**config.mk**
```make
export PLATFORM = sky130hd
export DESIGN_NAME = stack_unit_p
export DESIGN_NICKNAME = d
export VERILOG_FILES = /design/src/rtl/stack_pkg.sv /design/src/rtl/stack_mem.sv /design/src/rtl/stack_unit_p.sv
export SDC_FILE = /design/constraint.sdc
export NUM_CORES = 1
export LEC_CHECK = 0
export ABC_AREA = 1
export ABC_CLOCK_PERIOD_IN_PS = 4280
export BUFFER_PORTS_ARGS = -buffer_cell sky130_fd_sc_hd__buf_4
export CAP_MARGIN = 5
export CORE_ASPECT_RATIO = 1.1
export CORE_UTILIZATION = 55
export DETAILED_ROUTE_END_ITERATION = 6
export PLACE_DENSITY = 0.73
export SYNTH_ARGS = -nofsm -noshare
export SYNTH_HDL_FRONTEND = slang
export SYNTH_HIERARCHICAL = 1
export SYNTH_SLANG_ARGS = --single-unit
export TNS_END_PERCENT = 1
```
**constraint.sdc**
```tcl
create_clock -name clock -period 4.28 [get_ports clock]
set_clock_uncertainty 0.15 [all_clocks]
set_input_delay 0.642 -clock clock [delete_from_list [all_inputs] [get_ports clock]]
set_output_delay 0.642 -clock clock [all_outputs]
set_load 0.05 [all_outputs]
```
**src/rtl/stack_pkg.sv**
```systemverilog
// Shared opcodes, outcome codes and FSM states for the stack unit.
package stack_pkg;

    localparam logic [2:0] OP_PUSH     = 3'd0;
    localparam logic [2:0] OP_POP      = 3'd1;
    localparam logic [2:0] OP_TOP      = 3'd2;
    localparam logic [2:0] OP_CLEAR    = 3'd3;
    localparam logic [2:0] OP_SIZE     = 3'd4;
    localparam logic [2:0] OP_MULTIPOP = 3'd5;

    localparam logic [1:0] ESITO_OK  = 2'd0;
    localparam logic [1:0] ESITO_OVF = 2'd1;
    localparam logic [1:0] ESITO_UNF = 2'd2;
    localparam logic [1:0] ESITO_ILL = 2'd3;

    typedef enum logic [1:0] {
        S_IDLE = 2'd0,
        S_EXEC = 2'd1,
        S_READ = 2'd2,
        S_RESP = 2'd3
    } state_e;

endpackage

```
**src/rtl/stack_mem.sv**
```systemverilog
// Single-port stack storage: synchronous write, one-cycle registered read.
module stack_mem #(
    parameter int WIDTH  = 32,
    parameter int DEPTH  = 16,
    parameter int ADDR_W = $clog2(DEPTH)
) (
    input  logic              clock,
    input  logic              we,
    input  logic [ADDR_W-1:0] addr,
    input  logic [WIDTH-1:0]  wdata,
    output logic [WIDTH-1:0]  rdata
);

    logic [WIDTH-1:0] mem [DEPTH];

    // Write on we; the read port registers the addressed word every cycle.
    always_ff @(posedge clock) begin
        if (we) begin
            mem[addr] <= wdata;
        end
        rdata <= mem[addr];
    end

endmodule

```
**src/rtl/stack_unit_p.sv**
```systemverilog
// Parametrised stack unit: request/result handshake FSM plus HD pointer datapath.
module stack_unit_p
    import stack_pkg::*;
#(
    parameter int WIDTH = 32,
    parameter int DEPTH = 16
) (
    input  logic             clock,
    input  logic             reset_n,
    input  logic             rdy_in,
    input  logic [2:0]       op,
    input  logic [WIDTH-1:0] data_in,
    output logic             ack_out,
    output logic             rdy_out,
    output logic [WIDTH-1:0] data_out,
    output logic [1:0]       esito,
    input  logic             ack_in,
    output logic             full,
    output logic             empty
);

    localparam int ADDR_W = $clog2(DEPTH);
    localparam logic [ADDR_W:0] HD_FULL = (ADDR_W+1)'(DEPTH);

    state_e            state_q, state_d;
    logic [ADDR_W:0]   hd_q;
    logic [2:0]        op_q;
    logic [WIDTH-1:0]  din_q;
    logic [WIDTH-1:0]  res_q;
    logic              rd_q;

    logic [ADDR_W:0]   k;
    logic [ADDR_W:0]   hd_m1, hd_mk;
    logic [ADDR_W:0]   hd_n;
    logic [1:0]        esito_n;
    logic [WIDTH-1:0]  res_n;
    logic              rd_n;
    logic              mem_we;
    logic [ADDR_W-1:0] mem_addr;
    logic [WIDTH-1:0]  mem_rdata;

    assign full  = (hd_q == HD_FULL);
    assign empty = (hd_q == '0);

    assign k     = din_q[ADDR_W:0];
    assign hd_m1 = hd_q - 1'b1;
    assign hd_mk = hd_q - k;

    // State register.
    always_ff @(posedge clock or negedge reset_n) begin
        if (!reset_n) begin
            state_q <= S_IDLE;
        end else begin
            state_q <= state_d;
        end
    end

    // Next-state logic: fixed EXEC->READ->RESP walk, waits only in IDLE and RESP.
    always_comb begin
        state_d = state_q;
        case (state_q)
            S_IDLE:  if (rdy_in) state_d = S_EXEC;
            S_EXEC:  state_d = S_READ;
            S_READ:  state_d = S_RESP;
            S_RESP:  if (ack_in) state_d = S_IDLE;
            default: state_d = S_IDLE;
        endcase
    end

    // Opcode decode and bounds check; memory is driven only while in EXEC.
    always_comb begin
        hd_n     = hd_q;
        esito_n  = ESITO_OK;
        res_n    = '0;
        rd_n     = 1'b0;
        mem_we   = 1'b0;
        mem_addr = '0;
        case (op_q)
            OP_PUSH: begin
                if (hd_q == HD_FULL) begin
                    esito_n = ESITO_OVF;
                end else begin
                    mem_we   = 1'b1;
                    mem_addr = hd_q[ADDR_W-1:0];
                    hd_n     = hd_q + 1'b1;
                    res_n    = din_q;
                end
            end
            OP_POP, OP_TOP: begin
                if (hd_q == '0) begin
                    esito_n = ESITO_UNF;
                end else begin
                    mem_addr = hd_m1[ADDR_W-1:0];
                    rd_n     = 1'b1;
                    if (op_q == OP_POP) hd_n = hd_m1;
                end
            end
            OP_CLEAR: begin
                hd_n = '0;
            end
            OP_SIZE: begin
                res_n[ADDR_W:0] = hd_q;
            end
            OP_MULTIPOP: begin
                if (k == '0) begin
                    esito_n = ESITO_ILL;
                end else if (k > hd_q) begin
                    esito_n = ESITO_UNF;
                end else begin
                    mem_addr = hd_mk[ADDR_W-1:0];
                    rd_n     = 1'b1;
                    hd_n     = hd_mk;
                end
            end
            default: begin
                esito_n = ESITO_ILL;
            end
        endcase
        if (state_q != S_EXEC) begin
            mem_we = 1'b0;
        end
    end

    // Datapath registers: latch request, commit EXEC results, present and hold result.
    always_ff @(posedge clock or negedge reset_n) begin
        if (!reset_n) begin
            hd_q     <= '0;
            op_q     <= '0;
            din_q    <= '0;
            res_q    <= '0;
            rd_q     <= 1'b0;
            ack_out  <= 1'b0;
            rdy_out  <= 1'b0;
            data_out <= '0;
            esito    <= ESITO_OK;
        end else begin
            ack_out <= 1'b0;
            case (state_q)
                S_IDLE: begin
                    if (rdy_in) begin
                        op_q    <= op;
                        din_q   <= data_in;
                        ack_out <= 1'b1;
                    end
                end
                S_EXEC: begin
                    hd_q  <= hd_n;
                    esito <= esito_n;
                    res_q <= res_n;
                    rd_q  <= rd_n;
                end
                S_READ: begin
                    data_out <= rd_q ? mem_rdata : res_q;
                    rdy_out  <= 1'b1;
                end
                S_RESP: begin
                    if (ack_in) rdy_out <= 1'b0;
                end
                default: ;
            endcase
        end
    end

    stack_mem #(
        .WIDTH  (WIDTH),
        .DEPTH  (DEPTH),
        .ADDR_W (ADDR_W)
    ) u_mem (
        .clock (clock),
        .we    (mem_we),
        .addr  (mem_addr),
        .wdata (din_q),
        .rdata (mem_rdata)
    );

endmodule

```
==> results.py <==
metrics = {
    "pwr": {
        "sequentialPowerShare_pct": 35.6,
        "p_int_mw": 15.0,
        "swShare_pct": 42.9,
        "powerDensity_mw_per_mm2": 836,
        "power_mw": 26.3,
        "p_switching_mw": 11.3,
        "comb_power_share_pct": 42.5,
        "p_leak_nw": 13.6,
        "max-vdd-ir-drop_uv": 1080,
        "pwr-share-clk_pct": 21.9,
    },
    "layout": {
        "layout-drive-gt1-share_pct": 11.5,
        "nNetsFinal": 2914,
        "n_fill_cell": 3851,
        "area_growth_pct": 13.2,
        "n_antenna_cell": 0,
        "final_area_mm2": 0.0314,
        "instances_no_fill": 3563,
    },
    "outcome": {
        "status": "finished clean",
    },
    "run": {
        "drv_cap": 0,
    },
    "synth": {
        "yosysWarnings": 6,
        "seq_area_frac_synth_pct": 67.7,
        "synth_area_mm2": 0.0277,
        "synth.net_count": 2817,
        "synthFlopType": "edfxtp_1",
        "syn_inst": 2764,
        "synth_area_leaders": "edfxtp_1 55%, nand2_1 21%, dfrtp_1 10%",
        "yosys.cell_types.count": 40,
        "synth_edf_count": 512,
        "yosysTopAreaCellShare_pct": 55.4,
        "syn_area_per_cell_um2": 10.0,
        "async_flop_share_pct": 16.9,
        "synth_top_area_cell": "edfxtp_1",
        "ys_ff_latch": 655,
    },
    "global_route": {
        "grt_pass1_wl_um": 103000,
        "grt_max_degree": 258,
        "grt_pass1_vias": 18857,
        "grt.total_usage_pct": 26.3,
        "gr-total-overflow": 0,
        "antenna_found_initial": 0,
    },
    "floorplanning": {
        "start_util_pct": 56.2,
        "io_pins": 77,
        "dieWidth_um": 216,
        "core_area_mm2": 0.0493,
        "core.rowCount": 85,
        "die_h_um": 238,
        "die_area_mm2": 0.0513,
    },
    "sta": {
        "fin_crit_sh_pct": 96.2,
        "slew_viol_final": 0,
        "hold_viol_final": 0,
        "rsz0062_at_grt": "no",
        "slew_headroom_pct": 9.88,
        "fmax_mhz": 243,
        "whs_ps": 4.89,
        "worstMarginPinSlew_ps": 1350,
        "fin_setup_tns_ps": 0,
        "period_minus_slack_ps": 4120,
        "setup_viol": 0,
    },
    "worst_setup_path": {
        "r2r_slack_ps": 160,
        "crit_chain": "inv_1, ha_1, fa_1, xnor2_1, nand2_1, o211ai_1, inv_1, nor2_4, inv_1, nor2_4, buf_4",
        "path_delay_family": "simple AND/OR/NAND/NOR gates",
        "critPathMaxStageDelay_ps": 1080,
        "rr_worst_depth": 11,
        "path_buf_inv": 4,
        "cp-start-kind": "register",
        "crit_path_frequent_cell": "inv_1",
        "crit_fanout": 28,
        "r2r_start": "hd_q[0]",
        "crit_path_end_kind": "register",
        "crit_slowest_cell": "nor2_4",
        "worst-setup-path-type": "register to register",
        "r2r_end": "u_mem/mem[4][8]",
        "crit_arrival_ps": 4260,
        "required_ps": 4430,
    },
    "worst_hold_path": {
        "hold_class": "primary input to async pin",
    },
    "clock_network": {
        "post_cts_buffers": 0,
        "clock-sinks": 655,
        "clk_latency_ps": 590,
        "cts_tree": "built",
        "h-tree-depth": 3,
        "root_buffer": "clkbuf_16",
        "clock_path_buffers": 3,
        "numCtsBuffers": 66,
        "clkTransAtPathRegs_ps": 60,
    },
    "routing": {
        "post_drt_wl_per_cell_um": 18.7,
        "drc": 0,
        "dr.pass1.iters": 5,
        "drt_iter0_markers": 1776,
        "avgViaCountPerCell": 5.33,
        "vias": 19001,
        "final_antenna_net_count": 0,
        "totalWireLength_um": 66700,
    },
    "placement": {
        "portBuffers": 76,
        "place_area_mm2": 0.0292,
        "hpwl_um": 36400,
        "place_inst": 3444,
        "place_congestion": 0.881,
    },
}
==> power by group through the flow <==
stage               clock (mW)  sequential (mW)  combinational, mW
floorplan                    0             9.70               7.63
global route              6.09             9.48               12.4
CTS                       5.84             9.37               11.0
global placement             0             9.44               10.7
detailed placement           0             9.49               10.9
finish                    5.76             9.34               11.2
==> logic make-up after synthesis <==
family                     count (synthesis)  share of synthesized area, %
buffers and inverters                    267                          4.93
AOI/OAI and AO/OA                        131                          2.97
and+or+nand+nor                         1693                          23.6
DFF                                      655                          67.7
xor gates and xnor gates                   4                         0.126
adders and majority gates                 14                         0.659
==> layout make-up <==
type / instances / area, µm² / share of cell area (%)
flip-flops and latches: 655 / 18800 / 59.9
multi-input cells: 1842 / 7730 / 24.6
clock inverters: 24 / 254 / 0.809
clock buffers: 94 / 1910 / 6.08
well taps: 652 / 816 / 2.60
inverters: 140 / 546 / 1.74
repair buffers: 156 / 1350 / 4.30
==> per-stage QoR <==
| step | setup WS [ps] | utilization (%) |
|---|---|---|
| after global placement | 121 | 59.2 |
| after CTS | 54.2 | 63.6 |
| after global routing | 31.6 | 63.6 |
| final | 161 | 63.6 |
| after floorplan | 89.8 | - |
| after detailed placement | 82.1 | 59.2 |
==> Yosys cell counts (21+ instances only) <==
library cell	count
dfxtp_1	32
nand2_1	1560
a21oi_1	38
clkbuf_1	21
buf_6	24
nor2_1	62
buf_2	45
o21a_1	32
o21ai_0	28
nand3_1	31
edfxtp_1	512
nand2_2	22
inv_1	132
dfrtp_1	111
==> layout by cell type, fill, tap and decap left out, types with 3 or more instances in the layout <==
| cell | netlist | routed |
|---|---|---|
| nor2_1 | 62 | 44 |
| a21oi_1 | 38 | 38 |
| ha_1 | 13 | 11 |
| nor2_4 | 3 | 21 |
| o21ai_0 | 28 | 27 |
| clkbuf_16 | 0 | 72 |
| clkbuf_1 | 21 | 17 |
| clkinv_2 | 0 | 7 |
| clkinv_1 | 0 | 6 |
| xor2_1 | 3 | 3 |
| clkbuf_8 | 0 | 4 |
| inv_6 | 3 | 5 |
| buf_12 | 2 | 11 |
| nand2_1 | 1560 | 1560 |
| buf_4 | 18 | 142 |
| o21ai_2 | 19 | 19 |
| edfxtp_1 | 512 | 512 |
| nand2_2 | 22 | 22 |
| inv_2 | 4 | 4 |
| nand3_1 | 31 | 31 |
| bufinv_16 | 0 | 5 |
| inv_4 | 1 | 4 |
| o21a_1 | 32 | 32 |
| dfxtp_1 | 32 | 32 |
| inv_1 | 132 | 131 |
| o22ai_1 | 9 | 9 |
| dfrtp_1 | 111 | 110 |
==> worst max path at each step <==
stage          cells past startpoint      from  slack, ps           endpoint
6_report                          11   hd_q[0]        160    u_mem/mem[4][8]
5_1_grt                           11   hd_q[0]         30    u_mem/mem[4][8]
4_1_cts                           13   hd_q[0]         50   u_mem/mem[2][15]
3_5_place_dp                      13   hd_q[0]         80   u_mem/mem[2][21]
3_3_place_gp                      13   hd_q[0]        120  u_mem/mem[14][29]
2_1_floorplan                     13  din_q[2]         90    u_mem/mem[4][0]
==> per-layer routing <==
| layer | GRT usage (%) | share of wire, % | up-vias |
|---|---|---|---|
| li1 | - | - | 9026 |
| met1 | 33.7 | 41 | 9200 |
| met2 | 45.0 | 50 | 635 |
| met3 | 3.37 | 5.7 | 140 |
| met4 | 11.5 | 3.6 | 0 |
| met5 | 0 | 0 | - |
==> registers in the layout, summed over array words and instances, names as in the netlist, 3 cells and up <==
signal,flops
u_mem/mem,512
data_out,32
din_q,32
res_q,32
u_mem/rdata,32
hd_q,5
op_q,3
==> worst register-to-register path, stage by stage (launching register included) <==
cell	delay [ps]
dfrtp_1	390
inv_1	130
ha_1	250
fa_1	410
xnor2_1	160
nand2_1	100
o211ai_1	380
inv_1	160
nor2_4	120
inv_1	180
nor2_4	1080
buf_4	310
==> what timing repair did <==
item                                    in CTS  in global routing
resized for setup                            0                  1
endpoints found under the setup margin       0                128
hold buffers                                 0                  0
Power figures use the tool's default switching activity.
